File: src/rtl/tpu_skew_feeder.sv
// Operand feeder for a DIM x DIM systolic MAC array: captures A and B row by row, then
// streams them with diagonal skew. Optional ping-pong banks via TPU_SKEW_FEEDER_DBLBUF_EN.
module tpu_skew_feeder #(
    parameter int BITS_AB = 8,
    parameter int DIM     = 8
) (
    input  logic                               clk,
    input  logic                               rst,
    input  logic                               load_valid,
    output logic                               load_ready,
    input  logic signed [DIM-1:0][BITS_AB-1:0] A_row,
    input  logic signed [DIM-1:0][BITS_AB-1:0] B_row,
    input  logic                               start,
    output logic signed [DIM-1:0][BITS_AB-1:0] A_out,
    output logic signed [DIM-1:0][BITS_AB-1:0] B_out,
    output logic                               en_out,
    output logic                               busy,
    output logic                               full,
    output logic                               done
);
    localparam int CW = $clog2(3*DIM);
    localparam int RW = $clog2(DIM);
    localparam logic [CW-1:0] T_LAST   = CW'(3*DIM-3);
    localparam logic [CW-1:0] ROW_LAST = CW'(DIM-1);
    localparam logic [CW-1:0] DIM_C    = CW'(DIM);

    typedef enum logic [1:0] {
        LOAD   = 2'd0,
        READY  = 2'd1,
        STREAM = 2'd2
    } state_t;
    typedef logic [DIM-1:0][BITS_AB-1:0] row_t;

    state_t        state_reg, state_next;
    logic [CW-1:0] rowcnt_reg, rowcnt_next;
    logic [CW-1:0] t_reg, t_next;
    logic          load_full_reg, load_full_next;
    logic          load_bank_reg, load_bank_next;
    logic          stream_bank_reg, stream_bank_next;
    logic          load_fire;
    logic          swap;
    logic          stream_next;
    logic          done_next;
    row_t          a_lane_next, b_lane_next;

    // Two banks are always declared; without the ping-pong option only bank 0 is ever used.
    row_t abuf [2][DIM];
    row_t bbuf [2][DIM];

`ifdef TPU_SKEW_FEEDER_DBLBUF_EN
    assign load_ready = ~load_full_reg;
`else
    assign load_ready = (state_reg == LOAD);
`endif
    assign load_fire = load_valid & load_ready;
    assign full      = load_full_reg;
    assign busy      = (state_reg == STREAM);

    always_comb begin : next_state_logic
        state_next       = state_reg;
        t_next           = t_reg;
        rowcnt_next      = rowcnt_reg;
        load_full_next   = load_full_reg;
        load_bank_next   = load_bank_reg;
        stream_bank_next = stream_bank_reg;
        swap             = 1'b0;

        if (load_fire) begin
            if (rowcnt_reg == ROW_LAST) begin
                rowcnt_next    = '0;
                load_full_next = 1'b1;
            end else begin
                rowcnt_next = rowcnt_reg + CW'(1);
            end
        end

        case (state_reg)
            LOAD: begin
                if (load_full_next) state_next = READY;
            end
            READY: begin
                if (start) swap = 1'b1;
            end
            STREAM: begin
                if (t_reg == T_LAST) begin
`ifdef TPU_SKEW_FEEDER_DBLBUF_EN
                    // Back-to-back stream: restart on the freshly loaded bank with no idle cycle.
                    if (start && load_full_reg) swap = 1'b1;
                    else state_next = load_full_next ? READY : LOAD;
`else
                    state_next = LOAD;
`endif
                end else begin
                    t_next = t_reg + CW'(1);
                end
            end
            default: state_next = LOAD;
        endcase

        if (swap) begin
            state_next       = STREAM;
            t_next           = '0;
            load_full_next   = 1'b0;
            stream_bank_next = load_bank_reg;
`ifdef TPU_SKEW_FEEDER_DBLBUF_EN
            load_bank_next   = ~load_bank_reg;
`endif
        end
    end

    always_comb begin : output_logic
        stream_next = (state_next == STREAM);
        done_next   = stream_next && (t_next == T_LAST);
    end

    // Lane gi carries element (t - gi); d goes negative (MSB set) before the lane's wavefront.
    for (genvar gi = 0; gi < DIM; gi++) begin : g_lane
        logic [CW:0] d;
        logic        hit;
        assign d   = {1'b0, t_next} - (CW+1)'(gi);
        assign hit = stream_next && !d[CW] && (d[CW-1:0] < DIM_C);
        assign a_lane_next[gi] = hit ? abuf[stream_bank_next][gi][d[RW-1:0]] : '0;
        assign b_lane_next[gi] = hit ? bbuf[stream_bank_next][d[RW-1:0]][gi] : '0;
    end

    always_ff @(posedge clk) begin : state_register
        if (rst) begin
            state_reg       <= LOAD;
            t_reg           <= '0;
            rowcnt_reg      <= '0;
            load_full_reg   <= 1'b0;
            load_bank_reg   <= 1'b0;
            stream_bank_reg <= 1'b0;
            A_out           <= '0;
            B_out           <= '0;
            en_out          <= 1'b0;
            done            <= 1'b0;
        end else begin
            state_reg       <= state_next;
            t_reg           <= t_next;
            rowcnt_reg      <= rowcnt_next;
            load_full_reg   <= load_full_next;
            load_bank_reg   <= load_bank_next;
            stream_bank_reg <= stream_bank_next;
            A_out           <= a_lane_next;
            B_out           <= b_lane_next;
            en_out          <= stream_next;
            done            <= done_next;
        end
    end

    // Buffers keep their contents across reset; only accepted beats write them.
    always_ff @(posedge clk) begin : buffer_write
        if (load_fire && !rst) begin
            abuf[load_bank_reg][rowcnt_reg[RW-1:0]] <= A_row;
            bbuf[load_bank_reg][rowcnt_reg[RW-1:0]] <= B_row;
        end
    end

endmodule
File: config.mk
export PLATFORM = sky130hd
export DESIGN_NAME = tpu_skew_feeder
export DESIGN_NICKNAME = d
export VERILOG_FILES = /design/src/rtl/tpu_skew_feeder.sv
export SDC_FILE = /design/constraint.sdc
export NUM_CORES = 1
export LEC_CHECK = 0
export BUFFER_PORTS_ARGS = -buffer_cell sky130_fd_sc_hd__buf_4
export CAP_MARGIN = 0
export CORE_MARGIN = 2
export CORE_UTILIZATION = 25
export CTS_BUF_LIST = sky130_fd_sc_hd__clkbuf_8
export CTS_CLUSTER_DIAMETER = 120
export DETAILED_ROUTE_END_ITERATION = 6
export GPL_TIMING_DRIVEN = 0
export PLACE_DENSITY = 0.41
export SETUP_SLACK_MARGIN = 0.4
export SLEW_MARGIN = 20
export SYNTH_ARGS = -nofsm -noshare
export SYNTH_HDL_FRONTEND = slang
export SYNTH_SLANG_ARGS = --single-unit
File: constraint.sdc
create_clock -name clk -period 33.6 [get_ports clk]
set_input_delay 3.36 -clock clk [delete_from_list [all_inputs] [get_ports clk]]
set_output_delay 3.36 -clock clk [all_outputs]
set_load 0.01 [all_outputs]
==> impl_summary.log, run 1 <==
INFO  metric dpl_worst_slack = 25.13 ns
INFO  metric max-clock-path-buffers = 3
INFO  metric first_global_vias = 26,080
INFO  metric detail_route.vias_per_cell = 4.662
INFO  metric critical_path.reg2reg.startpoint = t_reg[1]
INFO  metric cts.repair_timing.setup_buffer_count = 0
INFO  metric synth_ff_type = sky130_fd_sc_hd__edfxtp_1
INFO  metric clkSinkCount = 1,167
INFO  metric global_route.overflow_total = 0
INFO  metric placed_cell_areas = 0.04939 mm²
INFO  metric detail_route.iter0.violations = 2,033
INFO  metric detailedPlacementHpwl = 103,300 µm
INFO  metric ys_async_sr_fraction = 0
INFO  metric clock_latency = 0.94 ns
INFO  metric hold_path_depth = 2
INFO  metric cts.hold.buffers_added = 0
INFO  metric syn_to_final_growth = 23.26%
INFO  metric max_slew_margin = 0.2162
INFO  metric worst_hold_path.endpoint = rowcnt_reg[3]
INFO  metric antenna_found_initial = 22
INFO  metric timing.critical_path.to_type = flip-flop
INFO  metric number_of_synthesized_flops_with_an_enable_pin = 1,024
INFO  metric final.setup.worst_slack = 26.08 ns
INFO  metric layout.filler_cells = 16,860
INFO  metric finalSetupViolations = 0
INFO  metric h-tree-depth = 4
INFO  metric worstPathCellList = buf_4 -> inv_1 -> o21ai_0 -> a221oi_4 -> inv_2 -> buf_2 -> buf_2 -> ha_1 -> clkbuf_1 -> nor2_1 -> a2111oi_0 -> nand3_1 -> a21o_1 -> buf_2 -> a221o_1 -> a211oi_1
INFO  metric worst_hold_startpoint = rowcnt_reg[3]
INFO  metric post-route-period-util = 0.2238
INFO  metric final_antenna_net_count = 0
INFO  metric worstPathArrival = 8.21 ns
INFO  metric grt_use_total = 0.1689
INFO  metric wl_per_cell = 27.78 µm
INFO  metric critical_r2r_capture = A_out[35]
INFO  metric cts_inserted_buffers = 202
INFO  metric cp_common_cell = sky130_fd_sc_hd__buf_2
INFO  metric post_synth_most_frequent_cells = sky130_fd_sc_hd__edfxtp_1, sky130_fd_sc_hd__nand2_1, sky130_fd_sc_hd__dfxtp_1, sky130_fd_sc_hd__mux4_2, sky130_fd_sc_hd__o211ai_1
INFO  metric ys_top_cells_by_area = sky130_fd_sc_hd__edfxtp_1, sky130_fd_sc_hd__mux4_2, sky130_fd_sc_hd__dfxtp_1
INFO  metric ios = 265
INFO  metric numPortBuffers = 263
INFO  metric yosysWarningCount = 0
INFO  metric critical-path-max-stage-delay = 0.95 ns
INFO  metric cts.reportedPaths.clkPinSlew = 0.05 ns
INFO  metric placeableCoreArea = 0.1717 mm²
INFO  metric finalWeightedCongestion = 0.7746
INFO  metric maxSlewViolCount = 0
INFO  metric drt_pass1_iterations = 5
INFO  metric grt_setup_unrepaired = no
INFO  metric synth_most_common_cell = sky130_fd_sc_hd__edfxtp_1
INFO  metric power_leakage = 17.61 nW
INFO  metric cts_root_buf = sky130_fd_sc_hd__clkbuf_8
INFO  metric period_minus_slack = 7.518 ns
INFO  metric yosys.area.top_type = sky130_fd_sc_hd__edfxtp_1
INFO  metric netlist_area = 0.04321 mm²
INFO  metric fin_util = 0.3102
INFO  metric timing.final.hold_violations = 0
INFO  metric drt_wl_total = 149,900 µm
INFO  metric worstRegToRegCells = 17
INFO  metric postCtsResizedCells = 0
INFO  metric status = complete, no violations
INFO  metric finClkSkew = 0.04810 ns
INFO  metric fp.dieH = 419.8 µm
INFO  metric core.rowCount = 152
INFO  metric cap_violations = 0
INFO  metric synth_largest_type_area_fraction = 0.7116
INFO  metric yosys_register_bits = 1,167
INFO  metric global_route_wire_length_before_repair = 205,700 µm
INFO  metric worst_ep_required_time = 34.29 ns
INFO  metric worst_pin_slew = 1.169 ns
INFO  metric route.detailed.drc = 0
INFO  metric fp.dieW = 419.8 µm
INFO  metric fin_area = 0.05326 mm²
INFO  metric critPathSlowestCell = sky130_fd_sc_hd__a211oi_1
INFO  metric timing.fmax = 133.0 MHz
INFO  metric floorplan.initialDensity = 0.2516
INFO  metric worst_ir_drop_vdd = 46.51 µV
INFO  metric startpoint_type = input pin
INFO  metric avgSynthCellArea = 18.31 µm²
INFO  metric power-per-cell-area = 54.21 mW/mm²
INFO  metric synth.net_count = 2,506
INFO  metric critPathKind = in2reg
INFO  metric synthCells = 2,360
INFO  metric tritoncts = yes
INFO  metric drive_gt1_frac = 0.2705
INFO  metric largest_net_degree_at_the_start_of_global_routing = 31
INFO  metric worst-r2r-setup-slack = 27.59 ns
INFO  metric netlist-cell-type-count = 65
INFO  metric design.die.area = 0.1762 mm²
INFO  metric layout.nets = 3,053
INFO  metric yosysSeqAreaShare = 0.7778
INFO  metric crit_path_max_fanout = 14
INFO  metric holdCritPathClass = reg2reg
INFO  metric aggregate_negative_setup_slack = 0 ns
INFO  metric vias = 25,156
[power by group]
group	leakage [nW]	internal (mW)	total, mW	switching (mW)
logic	4.94	0.0176	0.0615	0.0439
clock network	2.28	0.632	1.23	0.599
registers	10.4	1.59	1.60	0.00351
total	17.6	2.24	2.89	0.647
[metrics by stage]
| step | std cells | total power, mW | hold WS, ns |
|---|---|---|---|
| global route | 5395 | 2.993 | 0.5985 |
| finish | 5396 | 2.888 | 0.5653 |
| global placement | 4933 | 1.688 | 0.5097 |
| floorplan | 2360 | 1.639 | 0.4976 |
| detailed placement | 5013 | 1.688 | 0.5632 |
| CTS | 5393 | 2.929 | 0.5739 |
[kinds of logic after synthesis]
logic type               after synthesis  synth area share
AO/OA/AOI/OAI                        460           0.07728
XOR/XNOR                              13          0.002635
adder cells (fa/ha/maj)               14          0.004054
buffers and inverters                222           0.02415
flip-flops                          1167            0.7778
multiplexers                         171           0.07728
AND/OR/NAND/NOR                      313           0.03677
[cell usage in the layout (no fill, tap or decap), types with 7 or more instances in the layout]
cell                           n
sky130_fd_sc_hd__ha_1         14
sky130_fd_sc_hd__a21oi_1      74
sky130_fd_sc_hd__clkinv_2     26
sky130_fd_sc_hd__clkbuf_8    221
sky130_fd_sc_hd__o21ai_0      69
sky130_fd_sc_hd__a221o_1      15
sky130_fd_sc_hd__mux4_2      130
sky130_fd_sc_hd__buf_2        36
sky130_fd_sc_hd__nand3_1      23
sky130_fd_sc_hd__a211oi_1     31
sky130_fd_sc_hd__and3_1       32
sky130_fd_sc_hd__a22oi_1      15
sky130_fd_sc_hd__buf_6        29
sky130_fd_sc_hd__a2111oi_0    17
sky130_fd_sc_hd__dfxtp_1     143
sky130_fd_sc_hd__nor2_1       16
sky130_fd_sc_hd__buf_4       300
sky130_fd_sc_hd__mux2i_1      40
sky130_fd_sc_hd__nand2_1     149
sky130_fd_sc_hd__o221ai_1     62
sky130_fd_sc_hd__a221oi_1     60
sky130_fd_sc_hd__edfxtp_1   1024
sky130_fd_sc_hd__a31oi_1      19
sky130_fd_sc_hd__xnor2_1       7
sky130_fd_sc_hd__or3_1        34
sky130_fd_sc_hd__o211ai_1     78
sky130_fd_sc_hd__buf_12       26
sky130_fd_sc_hd__inv_1       151
sky130_fd_sc_hd__clkbuf_1     75
sky130_fd_sc_hd__and4_1       17
sky130_fd_sc_hd__buf_16       12
sky130_fd_sc_hd__clkinv_1     39
[worst max-delay path, delay by kind of cell]
kind                       cells  cell delay [ns]
and+or+nand+nor                2             0.19
buffers and inverters          7             1.91
AOI/OAI and AO/OA              6             2.48
adders and majority gates      1             0.24
[layout make-up]
| type | instances | area [µm²] | share of cell area |
|---|---|---|---|
| diodes | 3 | 7.507 | 0.0001409 |
| plain buffers | 144 | 755.7 | 0.01419 |
| clock buffers | 221 | 3042 | 0.05710 |
| clock inverters | 159 | 825.8 | 0.01550 |
| inverters | 78 | 292.8 | 0.005497 |
| multi-input cells | 971 | 8642 | 0.1622 |
| flip-flops and latches | 1167 | 33610 | 0.6310 |
| well taps | 2310 | 2890 | 0.05426 |
| repair buffers | 343 | 3197 | 0.06002 |
[worst max-delay path by stage]
| stage | start | end | slack [ns] | cells past startpoint |
|---|---|---|---|---|
| detailed placement | start | B_out[56] | 25.13 | 13 |
| global placement | rst | abuf[0][489] | 12.20 | 3 |
| global route | start | B_out[56] | 26.15 | 13 |
| CTS | start | A_out[63] | 26.18 | 13 |
| floorplan | rst | abuf[0][448] | 20.26 | 3 |
| finish | start | A_out[35] | 26.08 | 16 |
[routing by layer]
layer,track usage,up-vias,wire length (µm)
li1,-,10758,-
met1,0.2085,13164,60500
met5,0,-,129
met2,0.2845,945,74360
met3,0.04335,267,9678
met4,0.06072,22,5212
(Power assumes the default switching activity.)
==> inputs of run 2 (changes only) <==
ABC_AREA = 1   (was default)
PLACE_DENSITY = 0.42   (was 0.41)
clock period = 6.1 ns   (was 33.6 ns; I/O delays follow)
==> impl_summary.log, run 2 <==
INFO  metric crit_path_max_fanout = 12
INFO  metric wl_per_cell = 23.91 µm
INFO  metric yosys.area.top_type = sky130_fd_sc_hd__edfxtp_1
INFO  metric finalWeightedCongestion = 0.8354
INFO  metric global_route.overflow_total = 0
INFO  metric finalSetupViolations = 0
INFO  metric synth_largest_type_area_fraction = 0.6491
INFO  metric grt_setup_unrepaired = no
INFO  metric synth.net_count = 4,492
INFO  metric layout_common_cells = sky130_fd_sc_hd__nand2_1, sky130_fd_sc_hd__edfxtp_1, sky130_fd_sc_hd__inv_1
INFO  metric worst-r2r-setup-slack = 0.84 ns
INFO  metric grt_use_total = 0.1877
INFO  metric route.detailed.drc = 0
INFO  metric final.setup.worst_slack = 0.8396 ns
INFO  metric post_synth_most_frequent_cells = sky130_fd_sc_hd__nand2_1, sky130_fd_sc_hd__edfxtp_1, sky130_fd_sc_hd__inv_1, sky130_fd_sc_hd__nand3_1, sky130_fd_sc_hd__nor2_1
INFO  metric netlist-cell-type-count = 38
INFO  metric critPathKind = reg2reg
INFO  metric drt_wl_total = 183,700 µm
INFO  metric drt_pass1_iterations = 6
INFO  metric hold_path_depth = 1
INFO  metric h-tree-depth = 4
INFO  metric cts_root_buf = sky130_fd_sc_hd__clkbuf_8
INFO  metric placeableCoreArea = 0.1880 mm²
INFO  metric timing.fmax = 190.1 MHz
INFO  metric tritoncts = yes
INFO  metric cts.repair_timing.setup_buffer_count = 0
INFO  metric most_common_cell_after_layout_fill_and_taps_aside = sky130_fd_sc_hd__nand2_1
INFO  metric clock_latency = 0.94 ns
INFO  metric cts.hold.buffers_added = 119
INFO  metric antenna_found_initial = 20
INFO  metric period_minus_slack = 5.260 ns
INFO  metric avgSynthCellArea = 10.90 µm²
INFO  metric timing.critical_path.to_type = flip-flop
INFO  metric yosys_register_bits = 1,167
INFO  metric cap_violations = 0
INFO  metric syn_to_final_growth = 24.43%
INFO  metric finalHoldWorstSlack = 0.09383 ns
INFO  metric layout.nets = 5,161
INFO  metric numPortBuffers = 264
INFO  metric xor_xnor_portion_of_the_synthesized_cell_area = 0.0001849
INFO  metric maxSlewViolCount = 0
INFO  metric cts_inserted_buffers = 196
INFO  metric holdCritPathClass = in2reg
INFO  metric ys_top_cells_by_area = sky130_fd_sc_hd__edfxtp_1, sky130_fd_sc_hd__nand2_1, sky130_fd_sc_hd__dfxtp_1
INFO  metric synth_ff_type = sky130_fd_sc_hd__edfxtp_1
INFO  metric design.die.area = 0.1930 mm²
INFO  metric ios = 265
INFO  metric yosys.area_share.simple = 0.1700
INFO  metric cts.reportedPaths.clkPinSlew = 0.06 ns
INFO  metric clkSinkCount = 1,167
INFO  metric synth_most_common_cell = sky130_fd_sc_hd__nand2_1
INFO  metric first_global_vias = 32,218
INFO  metric final_antenna_net_count = 0
INFO  metric critical_r2r_capture = A_out[58]
INFO  metric post_synth_mux_area_share = 0
INFO  metric worst_ep_required_time = 6.90 ns
INFO  metric vias = 33,565
INFO  metric power-per-cell-area = 273.3 mW/mm²
INFO  metric dpl_worst_slack = 0.7971 ns
INFO  metric worstRegToRegCells = 17
INFO  metric worst_ir_drop_vdd = 130.2 µV
INFO  metric synthesized_area_fraction_occupied_by_adder_cells = 0.003698
INFO  metric detail_route.iter0.violations = 2,873
INFO  metric number_of_synthesized_flops_with_an_enable_pin = 1,024
INFO  metric detail_route.vias_per_cell = 4.369
INFO  metric core.rowCount = 159
INFO  metric largest_family_of_logic_cells_by_synthesized_area = simple AND/OR/NAND/NOR gates
INFO  metric max-clock-path-buffers = 3
INFO  metric status = complete, no violations
INFO  metric startpoint_type = flip-flop
INFO  metric yosysWarningCount = 0
INFO  metric global_route_wire_length_before_repair = 252,400 µm
INFO  metric finClkSkew = 0.04468 ns
INFO  metric fp.dieW = 439.3 µm
INFO  metric max_slew_margin = 0.1938
INFO  metric largest_net_degree_at_the_start_of_global_routing = 28
INFO  metric worst_hold_startpoint = A_row[9]
INFO  metric critical_path.reg2reg.startpoint = t_reg[0]
INFO  metric worst_pin_slew = 1.209 ns
INFO  metric fp.dieH = 439.3 µm
INFO  metric yosysSeqAreaShare = 0.7095
INFO  metric drive_gt1_frac = 0.1538
INFO  metric postCtsResizedCells = 0
INFO  metric timing.final.hold_violations = 0
INFO  metric synthCells = 4,346
INFO  metric detailedPlacementHpwl = 130,100 µm
INFO  metric ys_async_sr_fraction = 0
INFO  metric compound_gate_portion_of_the_synthesized_area = 0.03840
INFO  metric floorplan.initialDensity = 0.2520
INFO  metric post-route-period-util = 0.8624
INFO  metric netlist_area = 0.04737 mm²
INFO  metric worstPathArrival = 6.06 ns
INFO  metric power_leakage = 24.31 nW
INFO  metric worst_hold_path.endpoint = abuf[0][201]
## run 2: cell types whose count changed in the layout (fill, tap and decap cells not counted), sizes merged, moves of 110 or more
cell,change
nand2,+1090
inv,+627
mux4,-130
buf,+110
dlygate4sd3,+119
nor2,+231
nand3,+355
## run 2: worst max-delay path: stages (launching register included)
cell                       delay (ns)
sky130_fd_sc_hd__dfxtp_1         0.44
sky130_fd_sc_hd__ha_1            0.19
sky130_fd_sc_hd__inv_1           0.04
sky130_fd_sc_hd__nor2_1          0.14
sky130_fd_sc_hd__nand2_2         0.14
sky130_fd_sc_hd__nand3_1         0.19
sky130_fd_sc_hd__nand2_1         0.12
sky130_fd_sc_hd__nor2_4          0.40
sky130_fd_sc_hd__buf_4           0.28
sky130_fd_sc_hd__buf_2           0.47
sky130_fd_sc_hd__ha_1            0.29
sky130_fd_sc_hd__clkbuf_1        0.24
sky130_fd_sc_hd__clkbuf_1        0.56
sky130_fd_sc_hd__clkbuf_1        0.81
sky130_fd_sc_hd__nand3_1         0.18
sky130_fd_sc_hd__nand3_1         0.26
sky130_fd_sc_hd__nand2_1         0.10
sky130_fd_sc_hd__nor2_1          0.25
## run 2: worst max-delay path by stage
stage,cells past startpoint,to,from,slack [ns]
after CTS,17,A_out[59],t_reg[0],0.77
final,17,A_out[58],t_reg[0],0.84
after global placement,5,bbuf[0][73],state_reg[0],-5.89
after global routing,17,A_out[59],t_reg[0],0.61
after detailed placement,17,A_out[59],t_reg[0],0.80
after floorplan,5,abuf[0][128],state_reg[0],-0.51
## run 2: cells by family (layout without fill, tap and decap cells)
kind of cell             Yosys count  after routing
buffers and inverters            906           1737
flip-flops                      1167           1167
AND/OR/NAND/NOR                 1939           1939
other                              0             10
XOR/XNOR                           1              1
AO/OA/AOI/OAI                    319            319
adder cells (fa/ha/maj)           14             14
## run 2: metrics by stage
stage	setup TNS [ns]	area (µm²)	std cells	utilization	power, mW
finish	0	58940	7682	0.3135	16.11
global route	0	58930	7677	0.3135	16.64
CTS	0	58920	7672	0.3134	16.28
detailed placement	0	53990	7193	0.2872	9.451
global placement	-5329.63	52510	7105	0.2793	9.436
floorplan	-458.19	47410	4346	-	9.099
## run 2: where the power goes
part	switching [mW]	total, mW	internal [mW]
Clock	3.29	6.76	3.47
Combinational	0.373	0.551	0.178
Sequential	0.0202	8.80	8.78
## run 2: metal layers
metal | wire length (µm) | track usage
met5 | 70 | 0
met2 | 89180 | 0.3179
met3 | 10060 | 0.03105
met4 | 6522 | 0.06956
met1 | 77880 | 0.2398
## run 2: cell type report
class,instances,area (µm²)
Antenna cell,10,25.02
Buffer,214,1100
Clock buffer,225,3097
Clock inverter,135,644.4
Fill cell,19370,129100
Inverter,692,2603
Multi-Input combinational cell,2273,10140
Sequential cell,1167,33610
Tap cell,2495,3122
Timing Repair Buffer,471,4598
